==> src/rtl/aes_vector_sequencer_pkg.sv <==
// AES vector sequencer shared definitions: FSM state encoding and
// a width helper for the shared phase timer.
package aes_vector_sequencer_pkg;

    typedef enum logic [2:0] {
        S_IDLE,
        S_FETCH,
        S_CAPTURE,
        S_ARM,
        S_RUN,
        S_RESULT,
        S_GAP
    } state_t;

    function automatic int max3(input int a, input int b, input int c);
        int m;
        m = (a > b) ? a : b;
        return (m > c) ? m : c;
    endfunction

endpackage

==> src/rtl/aes_vector_sequencer_timer.sv <==
// Loadable down-counter shared by the ARM, RUN-timeout and GAP phases.
// Ports: clk, reset (async, high), load+value (preset), tick (count), zero.
module aes_vector_sequencer_timer #(
    parameter int W = 11
) (
    input  logic         clk,
    input  logic         reset,
    input  logic         load,
    input  logic         tick,
    input  logic [W-1:0] value,
    output logic         zero
);

    logic [W-1:0] cnt;

    always_ff @(posedge clk or posedge reset) begin
        if (reset) begin
            cnt <= '0;
        end else if (load) begin
            cnt <= value;
        end else if (tick && cnt != '0) begin
            cnt <= cnt - 1'b1;
        end
    end

    assign zero = (cnt == '0);

endmodule

==> src/rtl/aes_vector_sequencer.sv <==
// Sequences AES known-answer / side-channel runs: fetch vector, load
// core, trigger scope, start, wait done, present result, quiet gap.
// Ports: clk/reset, start/stop control, gen_* vector generator link,
// aes_* core link, res_* valid/ready result port, trig/busy/status.
module aes_vector_sequencer
    import aes_vector_sequencer_pkg::*;
#(
    parameter int KEY_W       = 128,
    parameter int NUM_VECTORS = 128,
    parameter int REPEAT      = 1,
    parameter int TRIG_PRE    = 4,
    parameter int TIMEOUT     = 1024,
    parameter int GAP_CYCLES  = 16
) (
    input  logic                           clk,
    input  logic                           reset,
    input  logic                           start,
    input  logic                           stop,
    output logic                           gen_ena,
    input  logic [127:0]                   gen_plain,
    input  logic [KEY_W-1:0]               gen_key,
    output logic [127:0]                   aes_plain,
    output logic [KEY_W-1:0]               aes_key,
    output logic                           aes_start,
    input  logic                           aes_done,
    input  logic [127:0]                   aes_cipher,
    output logic                           res_valid,
    input  logic                           res_ready,
    output logic [127:0]                   res_cipher,
    output logic [$clog2(NUM_VECTORS)-1:0] res_idx,
    output logic [$clog2(REPEAT+1)-1:0]    res_rep,
    output logic                           trig,
    output logic                           busy,
    output logic                           done_all,
    output logic                           timeout_err
);

    localparam int VW = $clog2(NUM_VECTORS);
    localparam int RW = $clog2(REPEAT + 1);
    localparam int TW = $clog2(max3(TRIG_PRE, TIMEOUT, GAP_CYCLES) + 1);

    localparam logic [VW-1:0] VEC_LAST = VW'(NUM_VECTORS - 1);
    localparam logic [RW-1:0] REP_LAST = RW'(REPEAT - 1);

    // Timer presets are "cycles minus one": zero marks the last cycle.
    localparam logic [TW-1:0] T_ARM = TW'((TRIG_PRE > 0) ? TRIG_PRE - 1 : 0);
    localparam logic [TW-1:0] T_RUN = TW'(TIMEOUT - 1);
    localparam logic [TW-1:0] T_GAP = TW'(GAP_CYCLES - 1);

    state_t          state;
    state_t          state_n;
    logic            stop_lat;
    logic [VW-1:0]   vec_idx;
    logic [RW-1:0]   rep_cnt;
    logic            tmr_load;
    logic            tmr_tick;
    logic [TW-1:0]   tmr_val;
    logic            tmr_zero;
    logic            rep_last;
    logic            vec_last;
    logic            gap_end;
    logic            vec_adv;
    logic            rep_inc;
    logic            run_to;

    assign rep_last = (rep_cnt == REP_LAST);
    assign vec_last = (vec_idx == VEC_LAST);
    assign gap_end  = (state == S_GAP) && tmr_zero;
    // A vector is finished once its last repeat clears GAP, whether
    // the exit is a stop or a normal advance.
    assign vec_adv  = gap_end && rep_last;
    assign rep_inc  = gap_end && !stop_lat && !rep_last;
    assign run_to   = (state == S_RUN) && !aes_done && tmr_zero;

    always_comb begin
        state_n = state;
        unique case (state)
            S_IDLE: begin
                if (start) state_n = S_FETCH;
            end
            S_FETCH: begin
                state_n = S_CAPTURE;
            end
            S_CAPTURE: begin
                state_n = (TRIG_PRE == 0) ? S_RUN : S_ARM;
            end
            S_ARM: begin
                if (tmr_zero) state_n = S_RUN;
            end
            S_RUN: begin
                if (aes_done) state_n = S_RESULT;
                else if (tmr_zero) state_n = S_GAP;
            end
            S_RESULT: begin
                if (res_ready) state_n = S_GAP;
            end
            S_GAP: begin
                if (tmr_zero) begin
                    if (stop_lat) state_n = S_IDLE;
                    else if (!rep_last)
                        state_n = (TRIG_PRE == 0) ? S_RUN : S_ARM;
                    else if (vec_last) state_n = S_IDLE;
                    else state_n = S_FETCH;
                end
            end
            default: begin
                state_n = S_IDLE;
            end
        endcase
    end

    always_comb begin
        tmr_val = '0;
        unique case (state_n)
            S_ARM:   tmr_val = T_ARM;
            S_RUN:   tmr_val = T_RUN;
            S_GAP:   tmr_val = T_GAP;
            default: tmr_val = '0;
        endcase
    end

    assign tmr_load = (state_n != state);
    assign tmr_tick = !tmr_load;

    aes_vector_sequencer_timer #(
        .W(TW)
    ) u_timer (
        .clk   (clk),
        .reset (reset),
        .load  (tmr_load),
        .tick  (tmr_tick),
        .value (tmr_val),
        .zero  (tmr_zero)
    );

    // Control outputs are flops decoded from the next state.
    always_ff @(posedge clk or posedge reset) begin
        if (reset) begin
            state     <= S_IDLE;
            stop_lat  <= 1'b0;
            gen_ena   <= 1'b0;
            aes_start <= 1'b0;
            trig      <= 1'b0;
            res_valid <= 1'b0;
            busy      <= 1'b0;
        end else begin
            state     <= state_n;
            gen_ena   <= (state_n == S_FETCH);
            aes_start <= (state_n == S_RUN) && (state != S_RUN);
            trig      <= (state_n == S_ARM) || (state_n == S_RUN);
            res_valid <= (state_n == S_RESULT);
            busy      <= (state_n != S_IDLE);
            // A stop seen in IDLE alongside start carries into the run.
            if (state_n == S_IDLE) stop_lat <= 1'b0;
            else if (stop) stop_lat <= 1'b1;
        end
    end

    always_ff @(posedge clk or posedge reset) begin
        if (reset) begin
            aes_plain   <= '0;
            aes_key     <= '0;
            res_cipher  <= '0;
            res_idx     <= '0;
            res_rep     <= '0;
            vec_idx     <= '0;
            rep_cnt     <= '0;
            done_all    <= 1'b0;
            timeout_err <= 1'b0;
        end else begin
            if (state == S_CAPTURE) begin
                aes_plain <= gen_plain;
                aes_key   <= gen_key;
                rep_cnt   <= '0;
            end else if (rep_inc) begin
                rep_cnt <= rep_cnt + 1'b1;
            end
            if (state == S_RUN && aes_done) begin
                res_cipher <= aes_cipher;
                res_idx    <= vec_idx;
                res_rep    <= rep_cnt;
            end
            if (vec_adv) begin
                vec_idx <= vec_last ? '0 : vec_idx + 1'b1;
            end
            if (state == S_IDLE && start) begin
                done_all    <= 1'b0;
                timeout_err <= 1'b0;
            end else begin
                if (vec_adv && vec_last) done_all <= 1'b1;
                if (run_to) timeout_err <= 1'b1;
            end
        end
    end

endmodule

==> config.mk <==
export PLATFORM = sky130hd
export DESIGN_NAME = aes_vector_sequencer
export DESIGN_NICKNAME = d
export VERILOG_FILES = /design/src/rtl/aes_vector_sequencer_pkg.sv /design/src/rtl/aes_vector_sequencer_timer.sv /design/src/rtl/aes_vector_sequencer.sv
export SDC_FILE = /design/constraint.sdc
export NUM_CORES = 1
export LEC_CHECK = 0
export ABC_AREA = 1
export BUFFER_PORTS_ARGS = -buffer_cell sky130_fd_sc_hd__buf_4
export CAP_MARGIN = 20
export CELL_PAD_IN_SITES_DETAIL_PLACEMENT = 1
export CELL_PAD_IN_SITES_GLOBAL_PLACEMENT = 1
export CORE_AREA = 2 2 310 312
export CTS_CLUSTER_SIZE = 28
export DETAILED_ROUTE_END_ITERATION = 6
export DIE_AREA = 0 0 312 314
export PLACE_DENSITY = 0.53
export SYNTH_ARGS = -nofsm -noshare
export SYNTH_HDL_FRONTEND = slang
export SYNTH_SLANG_ARGS = --single-unit
==> constraint.sdc <==
create_clock -name clk -period 14.16 [get_ports clk]
set_input_delay 2.832 -clock clk [delete_from_list [all_inputs] [get_ports clk]]
set_output_delay 2.832 -clock clk [all_outputs]
set_load 0.05 [all_outputs]
==> results.cfg, run 1 <==
[status]
outcome = finished clean

[clock_tree]
cts_tree = done
cts_hold_buffers = 0
clk_pin_slew_ns = 0.05
cts_sinks = 422
cts_buffers = 52
root_buffer = clkbuf_16
post_cts_buffers = 0
cts_buffer_depth = 3
clock_latency_ns = 0.61
cts-resized-gates = 0
h-tree-depth = 2

[yosys]
seq_area_frac_synth = 0.655
syn_inst = 1320
synth-async-reset-ratio = 1.00
synth_edf_count = 0
syn_area_per_cell_um2 = 12.2
synth-seq-cells = 422
synth_cell_types = 30
netlist_area_um2 = 16100
synthFlopType = dfrtp_1
yosysWarnings = 0
syn-num-nets = 1712

[sta]
max_clock_freq_ghz = 0.207
maxSlewHeadroom = 0.289
finalHoldViolCount = 0
fin_setup_tns_ns = 0
setup_violations = 0
fin_crit_sh = 0.341
max_slew.worst_pin.slew_ns = 1.07
rsz0062_at_grt = false
fin_crit_ns = 4.84
finalMaxSlewViolations = 0
skew_ns = 0.0183

[worst_setup_path]
worst-path-buf-inv = 6
path_cells = buf_4 > clkinvlp_4 > buf_12 > buf_4 > buf_4 > buf_4
worstRegToRegCells = 6
crit_path_end = res_cipher[98]
rr_startpoint = state[2]
reg2reg_slack_ns = 10.44
startpoint = reset
cp-start-kind = input port
cp_data_arrival_time_ns = 5.44
cpPeakStageDelay_ns = 0.77
cpMostUsedCell = buf_4
cp-end-kind = async pin
slowest_stage = buf_4
crit_type = in -> async
cp_top_family = buffers and inverters
r2r-end = aes_key[64]
worstPathMaxFanout = 68
critical_path_required_ns = 14.76
cp_num_cells = 6

[route]
first_pass_iters = 6
wire_per_inst_um = 18.1
remaining_drc_errors = 0
drt_iter0_drc = 419
via_per_inst = 3.75
postRouteWirelength_um = 62000
ant_nets = 0
vias = 12838

[power_and_ir_drop]
pwr-share-comb = 0.122
p_clk_frac = 0.443
p_leak_nw = 12.7
p_sw_frac = 0.262
p_switching_uw = 764
seq_power_share = 0.435
internal_power_mw = 2.15
p_per_area_nw_per_um2 = 116
peakVddDrop_mv = 0.0708

[die]
die-area_um2 = 98000
die_h_um = 314
pin_count = 789
die_x_um = 312
start_util = 0.171
core_um2 = 94400
row_count = 113

[final_layout]
post-route-util = 0.266
nNetsFinal = 2507
drive_gt1_frac = 0.542
syn2layout_area_growth_pct = 55.9
nFillCells = 10795

[placement]
gp_congestion = 0.894
portBuffers = 788
hpwl_um = 47600

[global_routing]
grt_usage = 0.122
grt_pass1_wl_um = 92600
grt_pass1_vias = 14507
gr-total-overflow = 0
antenna_found_initial = 8
grt_max_degree = 158

[run]
drv_cap = 0

[hold_path]
min-delay-path-class = reg -> reg
[cell type report]
| cell class | instances | area (um2) | area share |
|---|---|---|---|
| antenna | 4 | 10.0 | 0.000398 |
| clock buffer | 78 | 1540 | 0.0612 |
| clock inverter | 12 | 104 | 0.00413 |
| inverter | 35 | 138 | 0.00547 |
| multi-input combinational | 803 | 5180 | 0.206 |
| sequential | 422 | 10600 | 0.420 |
| tap | 1265 | 1580 | 0.0629 |
| timing repair buffer | 801 | 6040 | 0.240 |
[worst min-delay path: stages, from the launching register on]
cell	delay [ns]
dfrtp_1	0.34
nand2_1	0.05
nand2_1	0.05
[per-layer routing]
| layer | GRT usage | part of all wire | vias up |
|---|---|---|---|
| li1 | - | - | 5860 |
| met1 | 0.134 | 0.37 | 6408 |
| met2 | 0.217 | 0.52 | 470 |
| met3 | 0.0453 | 0.081 | 96 |
| met4 | 0.0413 | 0.027 | 4 |
| met5 | 0 | 0.00044 | - |
[cell usage after synthesis, types with 7 or more instances]
| master | instances | area share |
|---|---|---|
| dfrtp_1 | 422 | 0.65 |
| nand2_1 | 443 | 0.10 |
| xor2_1 | 7 | 0.0038 |
| nor2_1 | 24 | 0.0056 |
| a21oi_1 | 13 | 0.0040 |
| o21ai_0 | 13 | 0.0040 |
| clkbuf_1 | 23 | 0.0054 |
| inv_2 | 8 | 0.0019 |
| inv_1 | 26 | 0.0060 |
| mux2_2 | 256 | 0.18 |
| buf_2 | 33 | 0.010 |
| nand3_1 | 13 | 0.0040 |
[power groups by stage]
stage | Combinational, mW | Clock, mW | Sequential [mW]
after floorplan | 0.0496 | 0 | 1.42
after global placement | 0.358 | 0 | 1.29
after detailed placement | 0.362 | 0 | 1.29
after CTS | 0.362 | 1.35 | 1.27
after global routing | 0.375 | 1.40 | 1.27
final | 0.356 | 1.29 | 1.27
[worst min-delay path by stage]
stage / start / end / slack, ns / cells after the start
finish: res_cipher[60] / res_cipher[60] / 0.48 / 2
global route: res_cipher[4] / res_cipher[4] / 0.50 / 2
CTS: res_cipher[60] / res_cipher[60] / 0.48 / 2
detailed placement: res_cipher[20] / res_cipher[20] / 0.47 / 2
global placement: res_cipher[12] / res_cipher[12] / 0.46 / 2
floorplan: stop_lat / stop_lat / 0.46 / 2
[sequential cells by signal, indices dropped and copies added, names as in the netlist]
name         cells
aes_start        1
aes_plain      128
res_valid        1
state            3
aes_key        128
gen_ena          1
rep_cnt          1
vec_idx          7
done_all         1
u_timer.cnt     11
trig             1
res_cipher     128
stop_lat         1
res_rep          1
busy             1
res_idx          7
timeout_err      1
[logic make-up after synthesis]
| group | count (synthesis) | synth area share |
|---|---|---|
| XOR/XNOR | 8 | 0.00434 |
| AND/OR/NAND/NOR | 505 | 0.125 |
| adder cells (fa/ha/maj) | 2 | 0.00155 |
| buffers and inverters | 95 | 0.0251 |
| flip-flops | 422 | 0.655 |
| AO/OA/AOI/OAI | 32 | 0.0108 |
| multiplexers | 256 | 0.179 |
[cells in the final DEF, fill, tap and decap left out, types with 2 or more instances in the layout]
cell / netlist / final
a21oi_1: 13 / 13
buf_12: 0 / 2
buf_4: 0 / 799
clkbuf_1: 23 / 12
clkbuf_16: 0 / 52
clkbuf_8: 0 / 14
clkinv_2: 0 / 8
dfrtp_1: 422 / 422
diode_2: 0 / 4
ha_1: 2 / 2
inv_1: 26 / 25
inv_2: 8 / 8
mux2_2: 256 / 256
nand2_1: 443 / 442
nand2_2: 3 / 3
nand3_1: 13 / 13
nand3_2: 3 / 2
nand3_4: 1 / 2
nand4_1: 3 / 3
nor2_1: 24 / 24
nor2_2: 6 / 6
nor2_4: 3 / 3
nor3_1: 3 / 3
o21ai_0: 13 / 13
o21ai_1: 4 / 4
xor2_1: 7 / 7
[through the flow]
stage               power (mW)  cell area [um2]  setup WS (ns)  cells  hold slack (ns)
floorplan                 1.47            16100           5.63   1320            0.464
global placement          1.64            23500           8.25   3325            0.463
detailed placement        1.65            23500           8.12   3325            0.468
CTS                       2.97            25100           8.81   3415            0.483
global route              3.04            25200           8.93   3420            0.503
finish                    2.91            25200           9.32   3420            0.479
(Power assumes the default switching activity.)
==> run 2, diff against run 1 <==
--- a/config.mk
+++ b/config.mk
@@ -14,7 +14,7 @@
 export CTS_CLUSTER_SIZE = 28
 export DETAILED_ROUTE_END_ITERATION = 6
 export DIE_AREA = 0 0 312 314
-export PLACE_DENSITY = 0.53
+export PLACE_DENSITY = 0.51
 export SYNTH_ARGS = -nofsm -noshare
 export SYNTH_HDL_FRONTEND = slang
 export SYNTH_SLANG_ARGS = --single-unit
==> constraint.sdc (replaced) <==
create_clock -name clk -period 4.8 [get_ports clk]
set_input_delay 0.96 -clock clk [delete_from_list [all_inputs] [get_ports clk]]
set_output_delay 0.96 -clock clk [all_outputs]
set_load 0.05 [all_outputs]
==> run 2 against run 1 <==
Cell count is essentially flat. Global-route usage grew 0.21 points. Wire length grew 1.5%. Core utilization grew 0.11 points. Total power grew to 3.0 times the previous value. Cell area grew 0.41%. Critical path depth is the same. Critical path type is now reg -> reg. Highest routed layer unchanged.
==> results.cfg, run 2 (same netlist as run 1, synthesis figures left out) <==
[power_and_ir_drop]
p_switching_mw = 2.25
p_leak_nw = 12.7
p_sw_frac = 0.260
p_per_area_nw_per_um2 = 343
internal_power_mw = 6.40
p_clk_frac = 0.447
seq_power_share = 0.431
peakVddDrop_mv = 0.247
pwr-share-comb = 0.122

[die]
die_h_um = 314
die-area_um2 = 98000
die_x_um = 312
row_count = 113
core_um2 = 94400
start_util = 0.171
pin_count = 789

[global_routing]
gr-usage-met3 = 0.0474
gr-total-overflow = 0
grt_pass1_vias = 14299
use_met1 = 0.136
grt_max_degree = 131
grt_usage = 0.124
busiest_layer = met2
grt_pass1_wl_um = 93000
met2_usage = 0.218
antenna_found_initial = 7

[route]
vias = 12787
wire_per_inst_um = 18.4
ant_nets = 0
via_per_inst = 3.74
first_pass_iters = 4
drt_iter0_drc = 418
postRouteWirelength_um = 62900
remaining_drc_errors = 0

[worst_setup_path]
cp_top_family = buffers and inverters
cpMostUsedCell = nand2_1
path_cells = nor2_1 > nand3_4 > inv_4 > buf_12 > nand2_1 > nand2_1
critical_path_required_ns = 5.33
crit_type = reg -> reg
cp-start-kind = register
cpPeakStageDelay_ns = 0.84
worstPathMaxFanout = 74
cp-end-kind = register
slowest_stage = inv_4
worst-path-buf-inv = 2
cp_data_arrival_time_ns = 3.45

[sta]
finalMaxSlewViolations = 0
holdWs_ns = 0.360
max_slew.worst_pin.slew_ns = 0.972
max_clock_freq_ghz = 0.342
maxSlewHeadroom = 0.352
finalHoldViolCount = 0
fin_setup_tns_ns = 0
rsz0062_at_grt = false
skew_ns = 0.0217
fin_crit_ns = 2.92
fin_crit_sh = 0.609
setup_violations = 0

[placement]
dpl_cell_area_um2 = 23600
gp_congestion = 0.823
hpwl_um = 48300
portBuffers = 788

[run]
drv_cap = 0

[clock_tree]
clock_latency_ns = 0.61
cts_hold_buffers = 0
cts_buffer_depth = 3
clk_pin_slew_ns = 0.06
post_cts_buffers = 0
h-tree-depth = 2
cts_sinks = 422
cts_tree = done
cts-resized-gates = 0
root_buffer = clkbuf_16
cts_buffers = 53

[status]
outcome = finished clean

[final_layout]
layout_commonest_cell = buf_4
regArea_um2 = 10600
drive_gt1_frac = 0.540
syn2layout_area_growth_pct = 56.6
nNetsFinal = 2509
nFillCells = 10780
biggestRegsByFlops = aes_key x128, aes_plain x128, res_cipher x128
post-route-util = 0.267
fin_area_um2 = 25300
final_cell_mix = 794 x buf_4, 442 x nand2_1, 422 x dfrtp_1, 256 x mux2_2, 54 x clkbuf_16
multi_input_area_um2 = 5180

[hold_path]
min-delay-path-class = in -> async
-- run 2: power by group through the flow --
| stage | logic [mW] | clock network (mW) | registers (mW) |
|---|---|---|---|
| after floorplan | 0.146 | 0 | 4.18 |
| after global routing | 1.11 | 4.19 | 3.74 |
| final | 1.05 | 3.87 | 3.73 |
| after detailed placement | 1.07 | 0 | 3.79 |
| after CTS | 1.08 | 4.05 | 3.73 |
| after global placement | 1.06 | 0 | 3.79 |
-- run 2: area by class of cell --
class / count / area share
inverter: 35 / 0.00545
clock buffer: 79 / 0.0612
sequential: 422 / 0.418
tap: 1265 / 0.0627
multi-input combinational: 803 / 0.205
clock inverter: 9 / 0.00466
timing repair buffer: 802 / 0.242
antenna: 4 / 0.000396
-- run 2: metrics by stage --
step	power, mW	cells	setup slack, ns
after floorplan	4.32	1320	-1.85
after global placement	4.85	3327	1.65
after detailed placement	4.87	3327	1.56
after CTS	8.86	3415	1.76
after global routing	9.05	3419	1.48
final	8.65	3419	1.88
-- run 2: metal layers --
metal  share of wire  wire length (um)
met5         0.00024                15
met4           0.028              1780
met3           0.088              5560
met2            0.52             32600
met1            0.37             23000
-- run 2: final timing paths --
kind	from	to	slack, ns	cells past startpoint
max in group asynchronous	reset	u_timer.cnt[8]	3.33	4
worst min-delay path	reset	aes_key[19]	0.36	2
worst max register to register	state[1]	res_cipher[23]	1.88	6
worst min register to register	res_cipher[22]	res_cipher[22]	0.48	2
min in group clk	res_cipher[22]	res_cipher[22]	0.48	2
worst max-delay path	state[1]	res_cipher[23]	1.88	6
